[src/rtl/rv32i_pkg.sv]
// rv32i_pkg: shared RV32I pipeline types and constants.
// Fetch-related items: datapath width, canonical NOP, fetch reset PC
// and the {instr, pc} entry carried from fetch to decode.
package rv32i_pkg;

    localparam int DPW = 32;

    // addi x0, x0, 0
    localparam logic [DPW-1:0] INSTR_NOP      = 32'h0000_0013;
    localparam logic [DPW-1:0] FETCH_RESET_PC = 32'h0000_0000;

    typedef struct packed {
        logic [DPW-1:0] instr;
        logic [DPW-1:0] pc;
    } fetch_entry_t;

endpackage

[src/rtl/fetch_fifo.sv]
// fetch_fifo: small circular FIFO of fetch_entry_t.
// Ports:
//   clk, rst     clock / async active-high reset
//   push, din    write an entry (ignored when full unless popping too)
//   pop, dout    dout is the head, valid whenever count != 0
//   flush        empties the FIFO; wins over push/pop
//   count        current occupancy
// Push and pop in the same cycle are legal at any occupancy.
module fetch_fifo
    import rv32i_pkg::*;
#(
    parameter int DEPTH = 2,
    parameter int CW    = $clog2(DEPTH + 1)
) (
    input  logic          clk,
    input  logic          rst,
    input  logic          push,
    input  fetch_entry_t  din,
    input  logic          pop,
    input  logic          flush,
    output fetch_entry_t  dout,
    output logic [CW-1:0] count
);

    localparam int PW = (DEPTH > 1) ? $clog2(DEPTH) : 1;

    fetch_entry_t    mem [DEPTH];
    logic [PW-1:0]   rd_ptr, wr_ptr;
    logic            do_push, do_pop;

    function automatic logic [PW-1:0] inc(input logic [PW-1:0] p);
        return (int'(p) == DEPTH - 1) ? '0 : p + PW'(1);
    endfunction

    assign do_pop  = !flush && pop && (count != '0);
    // A simultaneous pop frees the slot, so a push at full is still accepted.
    assign do_push = !flush && push && ((int'(count) < DEPTH) || do_pop);
    assign dout    = mem[rd_ptr];

    always_ff @(posedge clk or posedge rst) begin
        if (rst) begin
            rd_ptr <= '0;
            wr_ptr <= '0;
            count  <= '0;
        end else if (flush) begin
            rd_ptr <= '0;
            wr_ptr <= '0;
            count  <= '0;
        end else begin
            if (do_push) wr_ptr <= inc(wr_ptr);
            if (do_pop)  rd_ptr <= inc(rd_ptr);
            case ({do_push, do_pop})
                2'b10:   count <= count + CW'(1);
                2'b01:   count <= count - CW'(1);
                default: count <= count;
            endcase
        end
    end

    always_ff @(posedge clk) begin
        if (do_push) mem[wr_ptr] <= din;
    end

endmodule

[src/rtl/fetch_stage.sv]
// fetch_stage: RV32I instruction fetch plus IF/ID register.
// Ports:
//   clk, rst                      clock / async active-high reset
//   imem_req/addr/gnt             request channel (ungranted requests may be retracted)
//   imem_rvalid/rdata             in-order response channel
//   stallD                        decode cannot accept; hold IF/ID
//   redirect_valid/redirect_pc    EX-stage redirect, overrides stall
//   instrD, pcD, pcplus4D, validD IF/ID register outputs
// Requests are credit-limited so that every outstanding response always has
// a free response-buffer slot. After a redirect, responses still in flight
// are counted off by 'discard' and dropped.
module fetch_stage
    import rv32i_pkg::*;
#(
    parameter logic [DPW-1:0] RESET_PC   = FETCH_RESET_PC,
    parameter int             FIFO_DEPTH = 2
) (
    input  logic           clk,
    input  logic           rst,
    output logic           imem_req,
    output logic [DPW-1:0] imem_addr,
    input  logic           imem_gnt,
    input  logic           imem_rvalid,
    input  logic [DPW-1:0] imem_rdata,
    input  logic           stallD,
    input  logic           redirect_valid,
    input  logic [DPW-1:0] redirect_pc,
    output logic [DPW-1:0] instrD,
    output logic [DPW-1:0] pcD,
    output logic [DPW-1:0] pcplus4D,
    output logic           validD
);

    localparam int CW = $clog2(FIFO_DEPTH + 1);

    logic [DPW-1:0] pcF;
    logic [CW-1:0]  outstanding, discard;
    logic [CW-1:0]  rsp_cnt, pcq_cnt;
    fetch_entry_t   rsp_dout, pcq_dout, pcq_din, live_entry;
    logic           grant, rsp_any, live;
    logic           rsp_push, rsp_pop;

    assign imem_addr = pcF;
    assign imem_req  = !rst && !redirect_valid
                       && ((int'(outstanding) + int'(rsp_cnt)) < FIFO_DEPTH);
    assign grant     = imem_req && imem_gnt;

    // Any response retires one outstanding request; it is live only when it
    // belongs to the current path and is not killed by a redirect this cycle.
    assign rsp_any   = imem_rvalid && (outstanding != '0);
    assign live      = rsp_any && (discard == '0) && !redirect_valid
                       && (pcq_cnt != '0);

    always_comb begin
        pcq_din       = '0;
        pcq_din.instr = INSTR_NOP;
        pcq_din.pc    = pcF;
        live_entry       = pcq_dout;
        live_entry.instr = imem_rdata;
    end

    // Buffer a live word unless it can go straight into IF/ID this cycle.
    assign rsp_pop  = !redirect_valid && !stallD && (rsp_cnt != '0);
    assign rsp_push = live && (stallD || (rsp_cnt != '0));

    fetch_fifo #(.DEPTH(FIFO_DEPTH), .CW(CW)) u_pcq (
        .clk   (clk),
        .rst   (rst),
        .push  (grant),
        .din   (pcq_din),
        .pop   (live),
        .flush (redirect_valid),
        .dout  (pcq_dout),
        .count (pcq_cnt)
    );

    fetch_fifo #(.DEPTH(FIFO_DEPTH), .CW(CW)) u_rspq (
        .clk   (clk),
        .rst   (rst),
        .push  (rsp_push),
        .din   (live_entry),
        .pop   (rsp_pop),
        .flush (redirect_valid),
        .dout  (rsp_dout),
        .count (rsp_cnt)
    );

    // PC and credit counters
    always_ff @(posedge clk or posedge rst) begin
        if (rst) begin
            pcF         <= RESET_PC;
            outstanding <= '0;
            discard     <= '0;
        end else begin
            if (redirect_valid)
                pcF <= {redirect_pc[DPW-1:2], 2'b00};
            else if (grant)
                pcF <= pcF + 32'd4;

            case ({grant, rsp_any})
                2'b10:   outstanding <= outstanding + CW'(1);
                2'b01:   outstanding <= outstanding - CW'(1);
                default: outstanding <= outstanding;
            endcase

            // No grant can happen in a redirect cycle, so everything still
            // outstanding after this cycle's response is wrong-path.
            if (redirect_valid)
                discard <= outstanding - CW'(rsp_any);
            else if (rsp_any && (discard != '0))
                discard <= discard - CW'(1);
        end
    end

    // IF/ID register
    always_ff @(posedge clk or posedge rst) begin
        if (rst) begin
            validD   <= 1'b0;
            instrD   <= INSTR_NOP;
            pcD      <= '0;
            pcplus4D <= '0;
        end else if (redirect_valid) begin
            validD <= 1'b0;
            instrD <= INSTR_NOP;
        end else if (!stallD) begin
            if (rsp_cnt != '0) begin
                validD   <= 1'b1;
                instrD   <= rsp_dout.instr;
                pcD      <= rsp_dout.pc;
                pcplus4D <= rsp_dout.pc + 32'd4;
            end else if (live) begin
                validD   <= 1'b1;
                instrD   <= live_entry.instr;
                pcD      <= live_entry.pc;
                pcplus4D <= live_entry.pc + 32'd4;
            end else begin
                validD <= 1'b0;
                instrD <= INSTR_NOP;
            end
        end
    end

endmodule

[config.mk]
export PLATFORM = sky130hd
export DESIGN_NAME = fetch_stage
export DESIGN_NICKNAME = d
export VERILOG_FILES = /design/src/rtl/rv32i_pkg.sv /design/src/rtl/fetch_fifo.sv /design/src/rtl/fetch_stage.sv
export SDC_FILE = /design/constraint.sdc
export NUM_CORES = 1
export LEC_CHECK = 0
export ABC_AREA = 0
export BUFFER_PORTS_ARGS = -buffer_cell sky130_fd_sc_hd__buf_2
export CORE_MARGIN = 4
export CORE_UTILIZATION = 57
export DETAILED_ROUTE_END_ITERATION = 12
export PLACE_DENSITY = 0.91
export SLEW_MARGIN = 20
export SYNTH_ARGS = -nofsm -noshare
export SYNTH_HDL_FRONTEND = slang
export SYNTH_SLANG_ARGS = --single-unit
[constraint.sdc]
create_clock -name clk -period 7.2 [get_ports clk]
set_input_delay 1.44 -clock clk [delete_from_list [all_inputs] [get_ports clk]]
set_output_delay 1.44 -clock clk [all_outputs]
set_load 0.01 [all_outputs]
-- Word level (Yosys, flattened, before mapping)
Memories as Yosys holds them, arrays and structs flattened.
Index checks and enable logic that the tools add are counted.
W data, S select, Z words.
- bits in registers: 141
- bits in writable memories: 192
- bits of input ports: 70
- output and inout bits: 130
- logic and storage cells: 121
- memories kept: 2
- $add $sub $neg: 16
- $lt $le $gt $ge: 3
- eq/ne operators: 7
- muxes and demuxes: 37
- bitwise operators: 2
- reduce and logical (&&, ||, !) cells: 41
- memory list (name ; words ; bits a word ; rd ports ; clocked after Yosys merged registers in ; write ports ; line ; source):
    u_rspq.mem ; 2 ; 64 ; 1 ; 0 ; 1 ; fetch_fifo.sv:27 ; fetch_entry_t mem [DEPTH];
    u_pcq.mem ; 2 ; 32 ; 1 ; 0 ; 1 ; fetch_fifo.sv:27 ;
- operators with widths (cell ; number):
    $mux W32 ; 10
    $add A32 B3 Y32 const B ; 3
    $reduce_bool A2 Y1 ; 12
    $mux W1 ; 20
    $logic_and A1 B1 Y1 ; 19
    $pmux W2 S2 ; 3
    $mux W2 ; 4
    $sub A2 B1 Y2 const B ; 4
    $add A2 B1 Y2 const B ; 3
    $eq A2 B1 Y1 const B ; 3
    $eq A2 B2 Y1 const B ; 3
    $reduce_bool A3 Y1 ; 2
    $add A1 B1 Y1 const B ; 4
    $lt A2 B2 Y1 const B ; 2
    $add A2 B2 Y3 ; 1
    $logic_not A1 Y1 ; 3
    $logic_or A1 B1 Y1 ; 3
    $lt A3 B2 Y1 const B ; 1
    $reduce_and A3 Y1 ; 1
    $logic_not A2 Y1 ; 1
    $ne A2 B1 Y1 const B ; 1
    $not A1 Y1 ; 2
    $sub A2 B1 Y2 ; 1

-- Depth between registers and ports, before layout
Gate-level depths: netlist (run 1).
- depth after elaboration: 12
- mapped depth: 14
- mapped depth without buffers: 10

-- Cells and area by module
Synthesis (run 1) repeated with hierarchy kept, for this count alone.
- cell total of the unflattened synthesis: 1227
- area total of the unflattened synthesis: 16975.0 um^2
- modules (own cells, without submodules) (module ; instances ; cells an instance ; area each (um^2) ; seq. area each (um^2)):
    fetch_fifo ; 2 ; 226 ; 4868.4 ; 3943.8
    fetch_stage ; 1 ; 775 ; 7238.2 ; 3231.8

-- Least setup slack after synthesis (run 1)
Ideal clock, no wire load.
- path type: input-to-reg
- start point: input port imem_rvalid
- end point: memory u_rspq.mem[0][10] (netlist bit) (enable)
- library setup time: 0.490 ns
- arrival time: 5.651 ns
- path slack: 1.059 ns
- stages: 6
- path buffers: 2
- cells stage by stage: o21ai_0 -> or4b_2 -> clkbuf_1 -> clkbuf_1 -> a211oi_1 -> nor2b_1
- cells in the longest elaborated chain, start to end: 9
- ends and longest elaborated chain (item ; line ; source):
    start: declaration ; fetch_stage.sv:23 ; input logic imem_rvalid,
    $logic_and A1 B1 Y1 ; fetch_stage.sv:50 ; assign rsp_any = imem_rvalid && (outstanding != '0);
    $logic_and A1 B1 Y1 (2 in series) ; fetch_stage.sv:51 ; assign live = rsp_any && (discard == '0) && !redirect_valid
    $logic_and A1 B1 Y1 ; fetch_stage.sv:52 ; && (pcq_cnt != '0);
    $logic_and A1 B1 Y1 ; fetch_stage.sv:64 ; assign rsp_push = live && (stallD || (rsp_cnt != '0));
    $logic_and A1 B1 Y1 (2 in series) ; fetch_fifo.sv:37 ; assign do_push = !flush && push && ((int'(count) < DEPTH) || do_pop);
    $mux W1 ; fetch_fifo.sv:61 ; if (do_push) mem[wr_ptr] <= din;
    $mux W1 (implied by the code) ; fetch_fifo.sv:61 ;
    end: declaration ; fetch_fifo.sv:27 ;
Every way passes these cells.

-- Worst setup path after layout (run 1)
- start point: input port redirect_valid
- end point: memory u_rspq.mem[0][50] (netlist bit) (enable)
- cells in the longest elaborated chain, start to end: 9
- elaborated cells between the ends (all ways): 13
- ends and longest elaborated chain (item ; line ; source):
    start: declaration ; fetch_stage.sv:26 ; input logic redirect_valid,
    $logic_not A1 Y1 * ; -- ;
    $logic_and A1 B1 Y1 (2 in series) ; fetch_stage.sv:63 ; assign rsp_pop = !redirect_valid && !stallD && (rsp_cnt != '0);
    $logic_and A1 B1 Y1 (2 in series) ; fetch_fifo.sv:35 ; assign do_pop = !flush && pop && (count != '0);
    $logic_or A1 B1 Y1 ; fetch_fifo.sv:37 ;
    $logic_and A1 B1 Y1 * ; fetch_fifo.sv:37 ;
    $mux W1 * ; fetch_fifo.sv:61 ;
    $mux W1 (implied by the code) * ; fetch_fifo.sv:61 ;
Mark *: on every way between the ends. The rest lies on a longest branch, timed or not.

==> results of run 1 <==
synth_stat cells, types with 9 or more instances:
master | count | area (um^2)
nand4_1 | 18 | 113
mux2i_1 | 51 | 510
o311ai_0 | 9 | 78.8
buf_4 | 10 | 75.1
mux2_2 | 65 | 732
a21oi_1 | 30 | 150
a221o_1 | 34 | 340
dfrtp_1 | 132 | 3300
nor3_1 | 11 | 55.1
edfxtp_1 | 184 | 5530
and2_1 | 9 | 56.3
clkbuf_1 | 44 | 165
nor4_1 | 9 | 56.3
xnor2_1 | 15 | 131
a31oi_1 | 16 | 100
nand3_1 | 21 | 105
inv_1 | 24 | 90.1
o21ai_0 | 71 | 355
nand2_1 | 126 | 473
nor2_1 | 86 | 323
state kept, by name, indices dropped and copies added, names as in the netlist:
signal	cells
u_pcq.rd_ptr	1
discard	2
pcplus4D	30
u_rspq.mem	124
pcD	30
imem_addr	30
u_rspq.rd_ptr	1
validD	1
instrD	32
u_rspq.count	2
u_pcq.wr_ptr	1
outstanding	2
u_pcq.count	2
u_rspq.wr_ptr	1
u_pcq.mem	60
per-layer routing:
metal,up-vias,track usage
met2,503,0.361
met5,-,0
li1,4358,-
met4,0,0.0602
met1,4667,0.340
met3,65,0.0255
logic make-up (layout without fill, tap and decap cells):
logic type / Yosys count / after routing / synth area share
and+or+nand+nor: 322 / 322 / 0.110
DFF: 319 / 319 / 0.646
AOI/OAI and AO/OA: 202 / 202 / 0.100
muxes: 118 / 118 / 0.0920
buffers and inverters: 94 / 289 / 0.0322
xor gates and xnor gates: 22 / 22 / 0.0140
adders and majority gates: 6 / 6 / 0.00599
other: 1 / 6 / 0.000272
path summary, 6_finish.rpt:
path,from,end,slack [ns],depth (start not counted)
worst max-delay path,redirect_valid,u_rspq.mem[0][50],2.67,6
worst min-delay path,pcD[10],pcD[10],0.46,2
worst max register to register,u_rspq.rd_ptr,pcplus4D[22],3.20,9
worst min register to register,pcD[10],pcD[10],0.46,2
max in group asynchronous,rst,u_rspq.rd_ptr,4.80,3
min in group asynchronous,rst,imem_addr[10],1.00,2
through the flow:
| step | cell area [um^2] | power (mW) | setup slack, ns | hold WS [ns] | instances |
|---|---|---|---|---|---|
| 2_1_floorplan | 13800 | 2.57 | 1.06 | 0.501 | 1089 |
| 3_3_place_gp | 15000 | 2.80 | 2.25 | 0.445 | 1547 |
| 3_5_place_dp | 15000 | 2.84 | 2.12 | 0.451 | 1547 |
| 4_1_cts | 15900 | 4.36 | 2.69 | 0.465 | 1603 |
| 5_1_grt | 15900 | 4.53 | 2.48 | 0.498 | 1603 |
| 6_report | 15900 | 4.34 | 2.67 | 0.464 | 1603 |
placed cells by master (no fill, tap or decap), drive strengths merged, types with 6 or more instances in the layout:
master / count
buf: 208
edfxtp: 184
dfrtp: 132
nand2: 126
nor2: 86
o21ai: 71
mux2: 67
mux2i: 51
clkbuf: 38
a221o: 34
a21oi: 30
inv: 24
nand3: 23
nand4: 18
a31oi: 16
xnor2: 15
clkinv: 14
nor3: 11
nor4: 11
o311ai: 9
and2: 9
a31o: 7
xor2: 7
or3: 6
a21o: 6
conb: 6
nor2b: 6
worst register-to-register path, delay by kind of cell, from the launching register on:
kind	cells	cell delay, ns
compound gates	5	1.18
fa+ha+maj	1	0.28
flops	1	1.16
mux	1	0.19
simple gates	2	1.08
power groups by stage:
| stage | clock network [mW] | registers [mW] | logic, mW |
|---|---|---|---|
| after CTS | 1.55 | 2.23 | 0.580 |
| final | 1.53 | 2.24 | 0.576 |
| after floorplan | 0 | 2.30 | 0.271 |
| after global routing | 1.63 | 2.25 | 0.640 |
| after global placement | 0 | 2.26 | 0.545 |
| after detailed placement | 0 | 2.27 | 0.571 |
cell type report:
type	instances	area, um^2
clock buffer	38	791
sequential	319	8910
clock inverter	18	171
multi-input combinational	676	4490
tap	319	399
timing repair buffer	208	1080
inverter	25	98.8
fill	1598	7670
==> results.md, run 1 <==
* Pleak at around 6.4 nW
* DP HPWL at 20,200 um
* Layout cells sized above 1 at 0.269
* CTS tree: built
* Highest clock rate at 0.221 GHz
* Setup TNS at 0 ns
* Crit Path Max Fanout at 51
* Maxcap violations at 0
* Most frequent CP cell: buf_4
* Predominant post-synthesis flop cell: edfxtp_1
* Cell internal pwr at ~3.2 mW
* DR top layer: met4
* Final GP Congestion at roughly 0.84
* Nets at 1,336
* Clock network power share at 0.352
* Crit path buffers/inverters at 3
* RSZ-0062 raised after global routing: false
* Longest Clk Path Bufs at 3
* Worst setup SP type: input pin
* First-pass GRT wire length at 49,200 um
* DR DRC count at 0
* Post-synthesis sequential area ratio at 0.646
* Pin count of the biggest net entering global routing at 75
* Final hold viol count at 0
* DIE HEIGHT at between 150 and 200 um
* Vias in the first global route at a little over 9,000
* H-tree Lvls at 1
* Drt initial violations at approximately 1,000
* Clk slew on worst S/H paths at approximately 0.06 ns
* Vias per cell at 5.98
* Rows at 56
* CP Class: in -> reg
* WL met1 at 13,100 um
* Slew @ Worst Pin at ~1.1 ns
* Final setup fails at 0
* Via count at roughly 9,600
* CTS buffer count at 30
* Final period util at 0.629
* Clock Latency Late Sink at approximately 0.56 ns
* Die Wd at 164 um
* Ys async rst share at 0.423
* Layout Utilization at 0.675
* Antenna cells at 0
* WL met2 at around 15,000 um
* Slew margin rel. at 0.254
* CP top delay family: simple AND/OR/NAND/NOR gates
* Grt ovf at 0
* Post-CTS Resized at 0
* Max incr delay on CP at roughly 0.93 ns
* Critical path arrival at around 4.7 ns
* Initial Utilization at 0.584
* Status: finished clean
* Min-Delay Path Class: reg -> reg
* VDD IR-drop max at around 190 uV
* Avg WL per Cell at 19.3 um
* Sw Share at 0.258
* CORE AREA at around 24,000 um^2
* Area Growth Syn to Fin at 15.6%
* PwrDens at 272 nW/um^2
* Final ANT Viol Nets at 0
* I/O Pins at 200
* Met3 WL at 2310 um
* Initial antenna violation count at 0
* Clk_skew at ~0.021 ns
* CP Capture Type: flop
* Post-Synthesis Cells at ~1,100
* Final WL at ~31,000 um
* Port bufs at roughly 190
* Avg Cell Area, Syn at approximately 13 um^2
* Cell area after synthesis at about 14,000 um^2
* Synth Register Bits at between 300 and 400
* Switch Pwr at 1.12 mW
* Post-CTS Setup Repair Bufs at 0
* Max-slew violation count at 0
* # hold bufs at CTS at 0
* Clock sink count at around 320
* GRT Resource Usage Total at 0.228
* TritonRoute pass-1 iters at 7
* Die area at 26,800 um^2
* Clk root buf: clkbuf_16
* Crit path cell chain: buf_2, buf_4, or4b_2, a211oi_1, nor2b_4, buf_4
* YS warnings at 0
* Period minus WS final at approximately 4.5 ns
* Gate power share at 0.133
* Distinct cells, synth at 64
* Worst path slowest cell: or4b_2
* Sequential share of power at 0.515
* Crit path required time at ~7.4 ns
* EDFF count, synth at around 180
Power figures use the tool's default switching activity.
==> run 2: changes to the inputs <==
Settings changed: ABC_AREA 0 to 1, CORE_UTILIZATION 57 to 52, PLACE_DENSITY 0.91 to 0.87.
Clock period 7.2 ns to 3.69 ns, I/O delays scaled along.
==> run 2 against run 1 <==
- synthesized cell count increased by 37%
- total power increased to 3.0 times the previous value
- sequential share of layout area decreased by 3.4 points
- design area increased by 6.5%
- count of clock-buffer cells in the layout increased by 4
- sequential power increased by 120%
- non-clock buffer count increased by 2
- combinational power increased to 7.3 times the previous value
==> results.md, run 2 <==
* Drt initial violations at between 1,000 and 1,500
* Die Wd at between 150 and 200 um
* Post-Synthesis Cells at 1,482
* Period minus WS final at between 2 and 3 ns
* Multi-input gate area at a little under 5000 um^2
* Top Registers: u_rspq.mem (124), u_pcq.mem (60), instrD (32)
* Crit path buffers/inverters at 3
* Highest clock rate at 0.361 GHz
* Crit path cell chain: nand2_1, inv_1, fa_1, nor2_1, nand3_1, inv_2, buf_2
* Final non-filler cell total at 2,062
* Critical path arrival at between 2 and 2.5 ns
* Max reg flops at 124
* Nets at about 1,700
* RR Startpoint: outstanding[0]
* Initial Utilization at 0.532
* Clk slew on worst S/H paths at about 0.060 ns
* Post-synth top area cell: edfxtp_1
* Most frequent cells in the layout: 487 x nand2_1, 191 x buf_2, 184 x edfxtp_1
* Final ANT Viol Nets at 0
* Layout cells sized above 1 at 0.202
* Layout fillers at 2,095
* Max-slew violation count at 0
* Max incr delay on CP at between 0.4 and 0.5 ns
* GRT Resource Usage Total at 0.226
* Post-synth top cells: 488 x nand2_1, 184 x edfxtp_1, 156 x nor2_1
* Synth top area share at 0.382
* PwrDens at about 760 nW/um^2
* Min-Delay Path Class: in -> async
* # hold bufs at CTS at 0
* Predominant post-synthesis flop cell: edfxtp_1
* RSZ-0062 raised after global routing: false
* DIE HEIGHT at approximately 170 um
* First-pass GRT wire length at approximately 56,000 um
* Vias in the first global route at about 11,000
* Count leader, synth: nand2_1
* Clk_skew at about 0.023 ns
* YS warnings at 0
* Status: finished clean
* I/O Pins at 200
* Clock Latency Late Sink at 0.52 ns
* Longest Clk Path Bufs at 3
* Final period util at 0.750
* Maxcap violations at 0
* Initial antenna violation count at 1
* Crit path from: outstanding[0]
* Avg Cell Area, Syn at 9.75 um^2
* Vias per cell at approximately 5.6
* CTS buffer count at 34
* CP Capture Type: output pin
* Die area at just over 30,000 um^2
* Most common cell after layout, fill and taps aside: nand2_1
* CP Class: reg -> out
* EDFF count, synth at 184
* Crit path required time at roughly 3 ns
* Post-CTS Resized at 0
* CORE AREA at ~27,000 um^2
* Total power at 12.9 mW
* VDD IR-drop max at roughly 360 uV
* Area Growth Syn to Fin at 17.6%
* Most flop-heavy register: u_rspq.mem
* Worst setup SP type: flop
* Clock sink count at 319
* Avg WL per Cell at between 15 and 20 um
* H-tree Lvls at 2
* Rows at 60
* Final hold viol count at 0
* Slew @ Worst Pin at 1.07 ns
* Final WL at ~36,000 um
* Port bufs at 191
* Placed Cells at 1,999
* Grt ovf at 0
* Slew margin rel. at 0.286
* Distinct cells, synth at 47
* Final GP Congestion at between 0.9 and 1
* Synth Register Bits at around 320
* Crit Path Max Fanout at 6
* Cell area after synthesis at roughly 14,000 um^2
* Register area at a little under 9000 um^2
* CP top delay family: flip-flops
* Worst hold slack at between 0.15 and 0.2 ns
* Worst path slowest cell: dfrtp_1
* DP HPWL at around 24,000 um
* DR DRC count at 0
* Final setup fails at 0
* CTS tree: built
* Synth area leaders: edfxtp_1 38%, dfrtp_1 23%, nand2_1 13%
* Pleak at ~7.3 nW
* Pin count of the biggest net entering global routing at 75
* Post-synthesis sequential area ratio at 0.617
* Via count at between 10,000 and 15,000
* TritonRoute pass-1 iters at 6
* Ys async rst share at 0.423
* Post-CTS Setup Repair Bufs at 0
* Clk root buf: clkbuf_16
==> run 2: per-stage QoR <==
step                      area, um^2   util  worst slack [ns]  setup TNS, ns
after floorplan                14600      -            -0.230          -8.42
after global placement         15700  0.579             0.905              0
after detailed placement       15700  0.579             0.800              0
after CTS                      17000  0.625             0.882              0
after global routing           17000  0.625             0.680              0
final                          17000  0.625             0.923              0
==> run 2: where the power goes <==
part	leakage, nW	total, mW	internal (mW)	switching [mW]
combinational	3.34	4.20	1.32	2.88
sequential	3.33	4.96	4.47	0.481
clock	0.602	3.74	2.36	1.38
total	7.27	12.9	8.16	4.74
==> run 2: worst paths after layout <==
check | endpoint | slack, ns | cells after the start
setup / recovery | imem_req | 0.92 | 7
hold reg to reg | pcD[9] | 0.47 | 2
max in group asynchronous | u_rspq.rd_ptr | 2.20 | 3
setup reg to reg | imem_addr[20] | 0.94 | 12
min in group clk | u_rspq.mem[0][33] | 0.43 | 1
hold / removal | pcD[29] | 0.19 | 2
==> run 2: cell families after synthesis <==
logic type               count (synthesis)  synth area share
AND/OR/NAND/NOR                        845             0.247
flip-flops                             319             0.617
buffers and inverters                  149            0.0497
AO/OA/AOI/OAI                          139            0.0664
XOR/XNOR                                23            0.0139
adder cells (fa/ha/maj)                  6           0.00572
other                                    1          0.000260
==> run 2: per-layer routing <==
layer  up-vias  global-route usage  wire (um)
li1       5345                   -          -
met1      5393               0.316      14200
met2       667               0.364      16900
met3        94              0.0331       3440
met4         0              0.0845       1110
met5         -                   0          0
==> run 2: area by class of cell <==
cell class	instances	share of cell area
Clock buffer	42	0.0568
Multi-Input combinational cell	1019	0.289
Sequential cell	319	0.524
Clock inverter	20	0.0169
Timing Repair Buffer	210	0.0669
Inverter	79	0.0183
Tap cell	372	0.0274
Antenna cell	1	0.000147
==> run 3: changes to the inputs <==
Clock period 3.69 ns to 2.5 ns, I/O delays scaled along.
==> run 3 against run 2 <==
- count of clock-buffer cells in the layout rose by 2
- largest power group unchanged
- final cell count rose by 1.0%
- critical path depth did not move
- sequential power rose by 47%
- first-iteration DRC count fell by 16%
- flip-flop and latch count did not move
- global-route usage rose by 0.15 points
- combinational power rose by 55%
==> results.md, run 3 (synthesis results as in run 2) <==
* Crit path cell chain: nand2_1, inv_1, fa_1, nor2_1, nand3_1, inv_2, buf_2
* PwrDens at between 1000 and 1500 nW/um^2
* Crit path buffers/inverters at 3
* Highest clock rate at between 0.4 and 0.5 GHz
* Worst hold slack at between 0.15 and 0.2 ns
* Most common cell after layout, fill and taps aside: nand2_1
* Max incr delay on CP at between 0.4 and 0.5 ns
* Clk root buf: clkbuf_16
* Initial antenna violation count at 1
* Max-slew violation count at 0
* Total power at between 15 and 20 mW
* Drt initial violations at about 1,100
* DR DRC count at 0
* Most flop-heavy register: u_rspq.mem
* Worst setup SP type: flop
* RSZ-0062 raised after global routing: false
* Max reg flops at ~120
* Grt ovf at 0
* Placed inst area at approximately 16,000 um^2
* Sequential share of power at 0.391
* CP top delay family: adder cells
* Clock Latency Late Sink at approximately 0.52 ns
* DIE HEIGHT at around 170 um
* Final GP Congestion at 0.900
* WP depth at 7
* Crit path required time at approximately 2.0 ns
* Worst reg2reg path depth at 11
* Layout cells sized above 1 at 0.213
* Period minus WS final at between 2 and 2.5 ns
* Top Registers: u_rspq.mem (124), u_pcq.mem (60), instrD (32)
* Pin count of the biggest net entering global routing at between 100 and 150
* Die Wd at 175 um
* Post-route cell area at roughly 17,000 um^2
* H-tree Lvls at 2
* Status: finished clean
* DP HPWL at about 24,000 um
* CTS tree: built
* First-pass GRT wire length at between 50,000 and 60,000 um
* CTS buffer count at 34
* Pleak at between 7 and 8 nW
* Cell internal pwr at around 12 mW
* Final period util at 0.961
* Clk slew on worst S/H paths at roughly 0.060 ns
* Most frequent cells in the layout: 488 x nand2_1, 191 x buf_2, 184 x edfxtp_1
* Sw Share at 0.378
* Slew @ Worst Pin at between 0.9 and 1 ns
* Worst path slowest cell: fa_1
* Port bufs at around 190
* Die area at 30,500 um^2
* Clock sink count at ~320
* Critical path arrival at between 1.5 and 2 ns
* Vias per cell at about 5.6
* Area Growth Syn to Fin at 17.9%
* VDD IR-drop max at roughly 600 uV
* Rows at 60
* Initial Utilization at 0.532
* Slew margin rel. at 0.370
* Final WL at between 30,000 and 40,000 um
* Longest Clk Path Bufs at 3
* CP Class: reg -> out
* Final hold viol count at 0
* Clock network power share at 0.260
* Gate power share at 0.349
* Final setup fails at 0
* TritonRoute pass-1 iters at 5
* CORE AREA at 27,200 um^2
* Vias in the first global route at 11,127
* Via count at about 12,000
* GRT Resource Usage Total at 0.228
* Min-Delay Path Class: in -> reg
* Nets at roughly 1,800
* CP Capture Type: output pin
* I/O Pins at 200
* Maxcap violations at 0
* Clk_skew at about 0.021 ns
* Switch Pwr at ~7.0 mW
* Crit Path Max Fanout at 2
* Hold Path Depth at 1
* Avg WL per Cell at ~17 um
* Final ANT Viol Nets at 0
==> run 3: power by group through the flow <==
stage,Clock (mW),Sequential [mW],Combinational (mW)
final,4.83,7.27,6.50
after global routing,5.13,7.37,7.21
after CTS,4.90,7.27,6.42
after detailed placement,0,7.35,6.36
after global placement,0,7.31,6.13
after floorplan,0,7.54,4.09
==> run 3: through the flow <==
step                setup TNS (ns)  cells  worst slack (ns)  utilization
global route                     0   2083           0.00872        0.627
floorplan                  -116.44   1487             -1.16            -
detailed placement               0   2020             0.184        0.586
finish                           0   2083            0.0987        0.627
global placement                 0   2020             0.231        0.586
CTS                              0   2081            0.0682        0.626
==> run 3: repair_timing <==
item                       in CTS  in global routing
setup endpoints to repair       0                 16
hold buffers                    0                  0
gates resized for setup         0                  3
buffers inserted                0                  1
==> run 3: worst paths after layout <==
| path | from | endpoint | slack (ns) |
|---|---|---|---|
| setup / recovery | u_rspq.count[0] | imem_req | 0.1 |
| hold / removal | imem_rdata[23] | u_rspq.mem[1][55] | 0.20 |
| setup reg to reg | outstanding[1] | imem_addr[20] | 0.18 |
| hold reg to reg | pcplus4D[3] | pcplus4D[3] | 0.48 |
| max in group asynchronous | rst | outstanding[1] | 1.58 |
| min in group asynchronous | rst | pcD[22] | 0.30 |
==> run 3: layer usage <==
layer  vias up  track usage  routed length (um)
li1       5391            -                   -
met1      5441        0.320               14500
met2       645        0.369               16800
met3        86       0.0361                3270
met4         0       0.0714                 977
met5         -            0                   0
==> run 3: layout make-up <==
| class | count | area (um^2) |
|---|---|---|
| well taps | 372 | 465 |
| clock inverters | 17 | 120 |
| repair buffers | 232 | 1360 |
| diodes | 1 | 2.50 |
| multi-input cells | 1019 | 4910 |
| fillers | 2086 | 10100 |
| clock buffers | 44 | 955 |
| flip-flops and latches | 319 | 8910 |
| inverters | 79 | 305 |
